==> src/rtl/wb_exmem_prefetch.sv <==
// Single-line read buffer in front of a slow Wishbone BRAM slave.
// Read hits are served in one cycle; misses fetch the aligned line; writes go straight through.
module wb_exmem_prefetch #(
    parameter int          LINE_WORDS = 4,
    parameter logic [7:0]  BASE_HI    = 8'h38,
    parameter int          CNT_W      = 16
) (
    input  logic             wb_clk_i,
    input  logic             wb_rst_i,
    input  logic             wbs_stb_i,
    input  logic             wbs_cyc_i,
    input  logic             wbs_we_i,
    input  logic [3:0]       wbs_sel_i,
    input  logic [31:0]      wbs_adr_i,
    input  logic [31:0]      wbs_dat_i,
    output logic             wbs_ack_o,
    output logic [31:0]      wbs_dat_o,
    output logic             mem_cyc_o,
    output logic             mem_stb_o,
    output logic             mem_we_o,
    output logic [3:0]       mem_sel_o,
    output logic [31:0]      mem_adr_o,
    output logic [31:0]      mem_dat_o,
    input  logic [31:0]      mem_dat_i,
    input  logic             mem_ack_i,
    input  logic             flush_i,
    output logic [CNT_W-1:0] hit_cnt_o,
    output logic [CNT_W-1:0] miss_cnt_o
);

    localparam int IW = $clog2(LINE_WORDS);
    localparam int TW = 22 - IW;

    localparam logic [1:0] S_IDLE  = 2'd0;
    localparam logic [1:0] S_FILL  = 2'd1;
    localparam logic [1:0] S_RESP  = 2'd2;
    localparam logic [1:0] S_WRITE = 2'd3;

    logic [1:0]    state;
    logic [31:0]   line_buf [LINE_WORDS];
    logic          line_vld;
    logic [TW-1:0] line_tag;
    logic          flush_pend;
    logic [IW-1:0] fill_idx;
    logic [IW-1:0] req_idx;

    logic          req;
    logic [TW-1:0] req_tag;
    logic [IW-1:0] req_w;
    logic          hit;
    logic [TW-1:0] wr_tag;
    logic [IW-1:0] wr_w;

    // A request still visible while its ack is high is the old one being retired.
    assign req     = wbs_stb_i & wbs_cyc_i & (wbs_adr_i[31:24] == BASE_HI) & ~wbs_ack_o;
    assign req_tag = wbs_adr_i[23:2+IW];
    assign req_w   = wbs_adr_i[1+IW:2];
    assign hit     = line_vld && (line_tag == req_tag);
    assign wr_tag  = mem_adr_o[23:2+IW];
    assign wr_w    = mem_adr_o[1+IW:2];

    assign mem_stb_o = mem_cyc_o;

    always_ff @(posedge wb_clk_i) begin
        if (wb_rst_i) begin
            state      <= S_IDLE;
            line_vld   <= 1'b0;
            line_tag   <= '0;
            flush_pend <= 1'b0;
            fill_idx   <= '0;
            req_idx    <= '0;
            wbs_ack_o  <= 1'b0;
            wbs_dat_o  <= '0;
            mem_cyc_o  <= 1'b0;
            mem_we_o   <= 1'b0;
            mem_sel_o  <= '0;
            mem_adr_o  <= '0;
            mem_dat_o  <= '0;
            hit_cnt_o  <= '0;
            miss_cnt_o <= '0;
            for (int i = 0; i < LINE_WORDS; i++) line_buf[i] <= '0;
        end else begin
            wbs_ack_o <= 1'b0;
            wbs_dat_o <= '0;
            case (state)
                S_IDLE: begin
                    if (flush_i) line_vld <= 1'b0;
                    if (req) begin
                        req_idx    <= req_w;
                        flush_pend <= 1'b0;
                        if (wbs_we_i) begin
                            state     <= S_WRITE;
                            mem_cyc_o <= 1'b1;
                            mem_we_o  <= 1'b1;
                            mem_sel_o <= wbs_sel_i;
                            mem_adr_o <= wbs_adr_i;
                            mem_dat_o <= wbs_dat_i;
                        end else if (hit) begin
                            wbs_ack_o <= 1'b1;
                            wbs_dat_o <= line_buf[req_w];
                            if (hit_cnt_o != '1) hit_cnt_o <= hit_cnt_o + CNT_W'(1);
                        end else begin
                            if (miss_cnt_o != '1) miss_cnt_o <= miss_cnt_o + CNT_W'(1);
                            line_vld  <= 1'b0;
                            line_tag  <= req_tag;
                            fill_idx  <= '0;
                            state     <= S_FILL;
                            mem_cyc_o <= 1'b1;
                            mem_we_o  <= 1'b0;
                            mem_sel_o <= 4'hF;
                            mem_adr_o <= {BASE_HI, req_tag, {IW{1'b0}}, 2'b00};
                        end
                    end
                end
                S_FILL: begin
                    if (flush_i) flush_pend <= 1'b1;
                    if (mem_cyc_o) begin
                        if (mem_ack_i) begin
                            // Drop the strobe for one cycle between beats.
                            line_buf[fill_idx] <= mem_dat_i;
                            mem_cyc_o <= 1'b0;
                            mem_sel_o <= '0;
                            mem_adr_o <= '0;
                            if (fill_idx == IW'(LINE_WORDS - 1)) begin
                                line_vld <= ~(flush_pend | flush_i);
                                state    <= S_RESP;
                            end else begin
                                fill_idx <= fill_idx + IW'(1);
                            end
                        end
                    end else begin
                        mem_cyc_o <= 1'b1;
                        mem_sel_o <= 4'hF;
                        mem_adr_o <= {BASE_HI, line_tag, fill_idx, 2'b00};
                    end
                end
                S_RESP: begin
                    if (flush_i) line_vld <= 1'b0;
                    wbs_ack_o <= 1'b1;
                    wbs_dat_o <= line_buf[req_idx];
                    state     <= S_IDLE;
                end
                S_WRITE: begin
                    if (flush_i) flush_pend <= 1'b1;
                    if (mem_ack_i) begin
                        // Keep the buffered copy coherent with what the slave now holds.
                        if (flush_pend | flush_i) begin
                            line_vld <= 1'b0;
                        end else if (line_vld && line_tag == wr_tag) begin
                            for (int b = 0; b < 4; b++)
                                if (mem_sel_o[b]) line_buf[wr_w][8*b +: 8] <= mem_dat_o[8*b +: 8];
                        end
                        mem_cyc_o <= 1'b0;
                        mem_we_o  <= 1'b0;
                        mem_sel_o <= '0;
                        mem_adr_o <= '0;
                        mem_dat_o <= '0;
                        wbs_ack_o <= 1'b1;
                        state     <= S_IDLE;
                    end
                end
                default: state <= S_IDLE;
            endcase
        end
    end

endmodule

==> config.mk <==
export PLATFORM = sky130hd
export DESIGN_NAME = wb_exmem_prefetch
export DESIGN_NICKNAME = d
export VERILOG_FILES = /design/src/rtl/wb_exmem_prefetch.sv
export SDC_FILE = /design/constraint.sdc
export NUM_CORES = 1
export LEC_CHECK = 0
export CORE_MARGIN = 1
export CORE_UTILIZATION = 30
export CTS_CLUSTER_SIZE = 14
export DETAILED_ROUTE_END_ITERATION = 8
export SLEW_MARGIN = 10
export SYNTH_ARGS = -nofsm -noshare
export SYNTH_HDL_FRONTEND = slang
export SYNTH_SLANG_ARGS = --single-unit
==> constraint.sdc <==
create_clock -name wb_clk_i -period 3.2 [get_ports wb_clk_i]
set_clock_uncertainty 0.05 [all_clocks]
set_input_delay 0.48 -clock wb_clk_i [delete_from_list [all_inputs] [get_ports wb_clk_i]]
set_output_delay 0.48 -clock wb_clk_i [all_outputs]
set_load 0.02 [all_outputs]
---- After elaboration in Yosys (flattened, before gate mapping) ----
Memories as Yosys holds them, arrays and structs flattened. A register that Yosys moved wholly into a read port is not among the register bits.
Cells that the tools add are included.
cells by class
  bitwise logic cells ..................... 8
  $mul .................................... 0
  equality and inequality tests ........... 21
  $add $sub $neg .......................... 3
  order comparisons ....................... 0
  shift operators ......................... 0
  divide/modulo/power cells ............... 0
  reduce and logical (&&, ||, !) cells .... 22
  muxes and demuxes ....................... 106
operator list
  kind                   number
  $mux 32                13
  $pmux 32 s2            2
  $pmux 32 s3            1
  $reduce_or 32->1       2
  $mux 1                 59
  $eq 20x20->1           2
  $mux 2                 17
  $add 16x1->16 const B  2
  $ne 16x16->1 const B   2
  $mux 4                 6
  $ne 2x2->1 const B     10
  $reduce_and 4->1       4
  $reduce_and 5->1       3
  $pmux 4 s3             1
  $eq 8x6->1 const B     1
  $pmux 2 s4             1
  $reduce_and 7->1       1
  $eq 2x2->1 const B     3
  $pmux 1 s3             2
  $reduce_and 3->1       2
  $reduce_and 6->1       1
  $reduce_bool 2->1      3
  $not 1->1              4
  $pmux 1 s2             2
  13 further kinds       16
storage, ports and cells
  bits of input ports ..................... 107
  bits in read-only memories .............. 0
  logic and storage cells ................. 176
  output and inout bits ................... 136
  memories kept ........................... 1
  bits in latches ......................... 0
  flip-flop bits (word level) ............. 163
  RAM bits ................................ 128
memory list
  name      depth  bits a word  rd ports  clocked after memory_dff  write ports  line  text
  line_buf  4      32           2         1                         4            40    logic [31:0] line_buf [LINE_WORDS];

---- Longest topological paths before layout ----
  word-level depth ........................ 10
  gate-level depth with buffers ........... 8
  mapped depth without buffers ............ 6

---- Least setup slack after synthesis ----
No wires, ideal clock.
  path kind ............................... input port to flip-flop
  start ................................... input port flush_i
  end ..................................... memory line_buf[1][0], enable pin
  required time ........................... 2.775 ns
  path slack .............................. 0.052 ns
  stages .................................. 7
  buffers on the path ..................... 1
  data arrival time ....................... 2.724 ns
  library setup time ...................... 0.375 ns
  cells stage by stage .................... or4b_1 nor2_1 nand4_1 nor3_1 clkbuf_1 nor2_1 o21bai_1
RTL lines
  item             line  text
  start, declared  26    input logic flush_i,
  end, declared    40

---- Final worst setup path ----
  start ................................... input port wbs_adr_i[20]
  end ..................................... register hit_cnt_o[13]
on the way
  longest elaborated chain between the ends .. 3
ends and longest elaborated chain
  item                               line  text
  start, declared                    14    input logic [31:0] wbs_adr_i,
  $eq 20x20->1                       58    assign hit = line_vld && (line_tag == req_tag);
  $logic_and 1x1->1                  58
  $reduce_and 5->1 (no source line)  -
  end signal, assigned               101   if (hit_cnt_o != '1) hit_cnt_o <= hit_cnt_o + CNT_W'(1);
  end, declared                      27    output logic [CNT_W-1:0] hit_cnt_o,
No other way between the ends.
A chain may end at the register's enable or synchronous reset.

==> impl_results.md <==
* Detailed router's first-iteration violation count at 1020
* Share of cells above drive strength 1 at 0.136
* R2r setup slk at 0.15 ns
* PD cells at roughly 430 nW/µm²
* Post-synthesis sequential element count at 293
* Cell variety after synth at 64
* Number of standard-cell rows in the floorplan at 81
* Maximum vdd drop at 330 µV
* Cell type with the largest total area after synthesis: sky130_fd_sc_hd__edfxtp_1
* Core box area at 49400 µm²
* Worst setup path end: hit_cnt_o[13]
* Share of the synthesized area in the top cell type at 0.254
* Final number of hold-violating endpoints at 0
* Avg Inst Size Synth at 9.79 µm²
* Y dimension of the die at between 200 and 250 µm
* Wire length of the first global-routing pass at 79300 µm
* Ranking of synthesized cells by area: sky130_fd_sc_hd__edfxtp_1, sky130_fd_sc_hd__dfxtp_1, sky130_fd_sc_hd__mux4_2
* Proportion of power drawn by combinational gates at 0.061
* Internal cell power at between 6 and 7 mW
* TritonCTS clock tree: built
* Part of the cycle the worst path needs at 0.960
* Final Instance Count excl. Fillers at 2482
* Via-per-instance ratio at 5.48
* Final worst path period need at 3.07 ns
* Summed area of non-filler cells in the final layout at 20000 µm²
* HPWL after detailed placement at 34900 µm
* Seq pwr share at 0.468
* Number of antenna violations at the first check in global routing at 5
* Mapped Cells at ~1500
* Sequential area share after synthesis at 0.473
* Congestion Overflow GR at 0
* Number of placed instances, taps included at approximately 2400
* Relative slew slack at 0.411
* Buffers on Ports at 242
* Leak at 6.90 nW
* Starting utilization of the core area at 0.306
* Setup ws final at 0.127 ns
* Total negative setup slack at 0 ns
* FMAX at 325 MHz
* Critical setup path kind: primary input to flip-flop
* Crit Reg-Reg Startpoint: line_tag[7]
* CTS clk-pin slew, worst paths at about 0.05 ns
* Length in cells of the worst reg-to-reg path at 7
* Leading cell types in the layout, fill and taps excluded: sky130_fd_sc_hd__clkdlybuf4s50_1, sky130_fd_sc_hd__nand2_1, sky130_fd_sc_hd__a21oi_1
* Final Hold Slack at 0.409 ns
* Total routed wirelength at 52500 µm
* Count of TritonRoute iterations in the first routing pass at 6
* Instance area at placement at 18900 µm²
* Crit Reg-Reg Endpoint: hit_cnt_o[13]
* Cell area after technology mapping at 15100 µm²
* CTS sink cnt at 293
* Met3 GRT Util at 0.0494
* Share of synthesized flip-flops with an asynchronous set or reset at 0
* DRC Markers at 0
* Worst skew pair latency at 0.55 ns
* Endpoints failing setup at 0
* Vias after detailed routing at between 10000 and 15000
* Maximum number of pins on one net before global-route repair at 137
* Most common cell after layout, fill and taps aside: sky130_fd_sc_hd__clkdlybuf4s50_1
* Number of routed nets with antenna violations at 0
* Avg WL per Cell at 21.2 µm
* Setup crit start: wbs_adr_i[20]
* Post-placement setup slack at -0.457 ns
* Number of I/O pins at 243
* Number of global-route vias before repair at around 13000
* Clock Tree Buf Depth at 3
* Number of H-tree levels at 2
* Overall routing resource usage at 0.203
* Clock buffers created by TritonCTS at 36
* CP endpoint kind: flip-flop
* Max-cap viol count at 0
* Width of the chip at 226 µm
* Overall power at between 8 and 9 mW
* Kind of start point of the critical path: primary input
* Sw Ratio at 0.225
* M1 GR Usage at 0.255
* Post-synth EDFFs at 128
* Power dissipated by switching net loads at 1.92 mW
* CTS Root Buffer Type: sky130_fd_sc_hd__clkbuf_16
* Required time of the critical path at 3.61 ns
* Final weighted congestion of routability-driven global placement at 0.809
* Met2 Track Usage GR at 0.346
* Clock group share of total power at 0.472
* Overall die area at 51300 µm²
* Crit Path Max Fanout at 18
* Measured slew at the worst slew-check pin at between 0.8 and 0.9 ns
* P&R area growth vs syn at 32.5%
* Arr. time, crit path at 3.48 ns
* Core utilization of the finished layout at 0.406
* Syn_nets at roughly 1700
* Min-delay worst type: flip-flop to flip-flop
* Setup fix buffers added after clock tree synthesis at 0
* Number of nets at the end of the flow at 1901
* GRT busiest layer: met2
* Max-slew violation count at 0
* Main synth FF type: sky130_fd_sc_hd__dfxtp_1
* Yosys warns at 0
* RSZ-0062 raised after global routing: false
* Run status: finished clean
==> cell usage after synthesis (all sizes together) (3+ instances only) <==
cell type and n:
nand2 228, a21oi 173, dfxtp 165, edfxtp 128, clkbuf 112, nor2 97
mux4 64, nand4 46, o21bai 43, nor2b 41, a22oi 37, inv 35
nand3 32, o211ai 28, a32oi 26, o22ai 24, xor2 24, buf 23
o2bb2ai 22, nor3 18, o21ai 18, xnor2 17, o31ai 16, or4 15
a22o 14, nor4 11, or3 11, and3 8, a21o 6, mux2 6
and2 4, and4 4, nand4b 4, o31a 4, ha 3, mux2i 3
nand2b 3, o21a 3, o32ai 3, o41ai 3, or4b 3
==> registers in the layout (all words and copies together), names as in the netlist, named ones only <==
name        count
line_vld        1
wbs_dat_o      32
miss_cnt_o     16
line_buf      128
mem_dat_o      32
mem_adr_o      32
wbs_ack_o       1
mem_cyc_o       1
mem_sel_o       4
hit_cnt_o      16
fill_idx        2
line_tag       20
state           2
mem_we_o        1
flush_pend      1
req_idx         2
==> worst max-delay path: stages <==
cell and delay (ns):
sky130_fd_sc_hd__clkdlybuf4s50_1 0.47, sky130_fd_sc_hd__xor2_1 0.18, sky130_fd_sc_hd__or4b_1 0.55, sky130_fd_sc_hd__or4_4 0.57, sky130_fd_sc_hd__or3_1 0.36, sky130_fd_sc_hd__buf_4 0.20
sky130_fd_sc_hd__or4_1 0.51, sky130_fd_sc_hd__a21oi_1 0.15
==> power groups by stage <==
stage / combinational [mW] / sequential [mW] / clock, mW
after floorplan: 0.234 / 4.05 / 0
after global placement: 0.510 / 4.05 / 0
after detailed placement: 0.516 / 4.06 / 0
after CTS: 0.517 / 3.98 / 4.11
after global routing: 0.547 / 3.99 / 4.26
final: 0.517 / 3.98 / 4.02
==> cells by family (layout without fill, tap and decap cells) <==
family | count (synthesis) | count (layout) | synth area share
AO/OA/AOI/OAI | 432 | 432 | 0.188
XOR/XNOR | 41 | 41 | 0.0238
adder cells (fa/ha/maj) | 3 | 3 | 0.00248
AND/OR/NAND/NOR | 532 | 532 | 0.167
buffers and inverters | 170 | 442 | 0.0432
other | 0 | 2 | 0
multiplexers | 73 | 73 | 0.102
flip-flops | 293 | 293 | 0.473
==> worst min path at each step <==
stage | from | end | slack [ns] | depth (start not counted)
3_3_place_gp | mem_adr_o[28] | mem_adr_o[28] | 0.40 | 2
5_1_grt | mem_adr_o[30] | mem_adr_o[30] | 0.43 | 1
2_1_floorplan | flush_pend | flush_pend | 0.41 | 2
4_1_cts | wbs_adr_i[0] | mem_adr_o[0] | 0.40 | 3
6_report | mem_adr_o[28] | mem_adr_o[28] | 0.41 | 2
3_5_place_dp | mem_adr_o[28] | mem_adr_o[28] | 0.41 | 2
==> cell type report <==
type                       count  area (µm²)
fill                        4786       29300
multi-input combinational   1081        7400
sequential                   293        7150
timing repair buffer         344        3360
clock buffer                  52        1060
tap                          664         831
inverter                      35         131
clock inverter                11        90.1
antenna                        2        5.00
==> metal layers <==
| layer | vias to the layer above | share of wire |
|---|---|---|
| li1 | 6284 | - |
| met1 | 6659 | 0.40 |
| met2 | 572 | 0.50 |
| met3 | 80 | 0.081 |
| met4 | 6 | 0.018 |
| met5 | - | 0.00074 |
==> what timing repair did <==
| item | CTS | global route |
|---|---|---|
| gates resized for setup | 0 | 1 |
| setup endpoints to repair | 0 | 3 |
| hold buffers | 0 | 0 |
No activity file was read; power rests on OpenSTA's default activity.
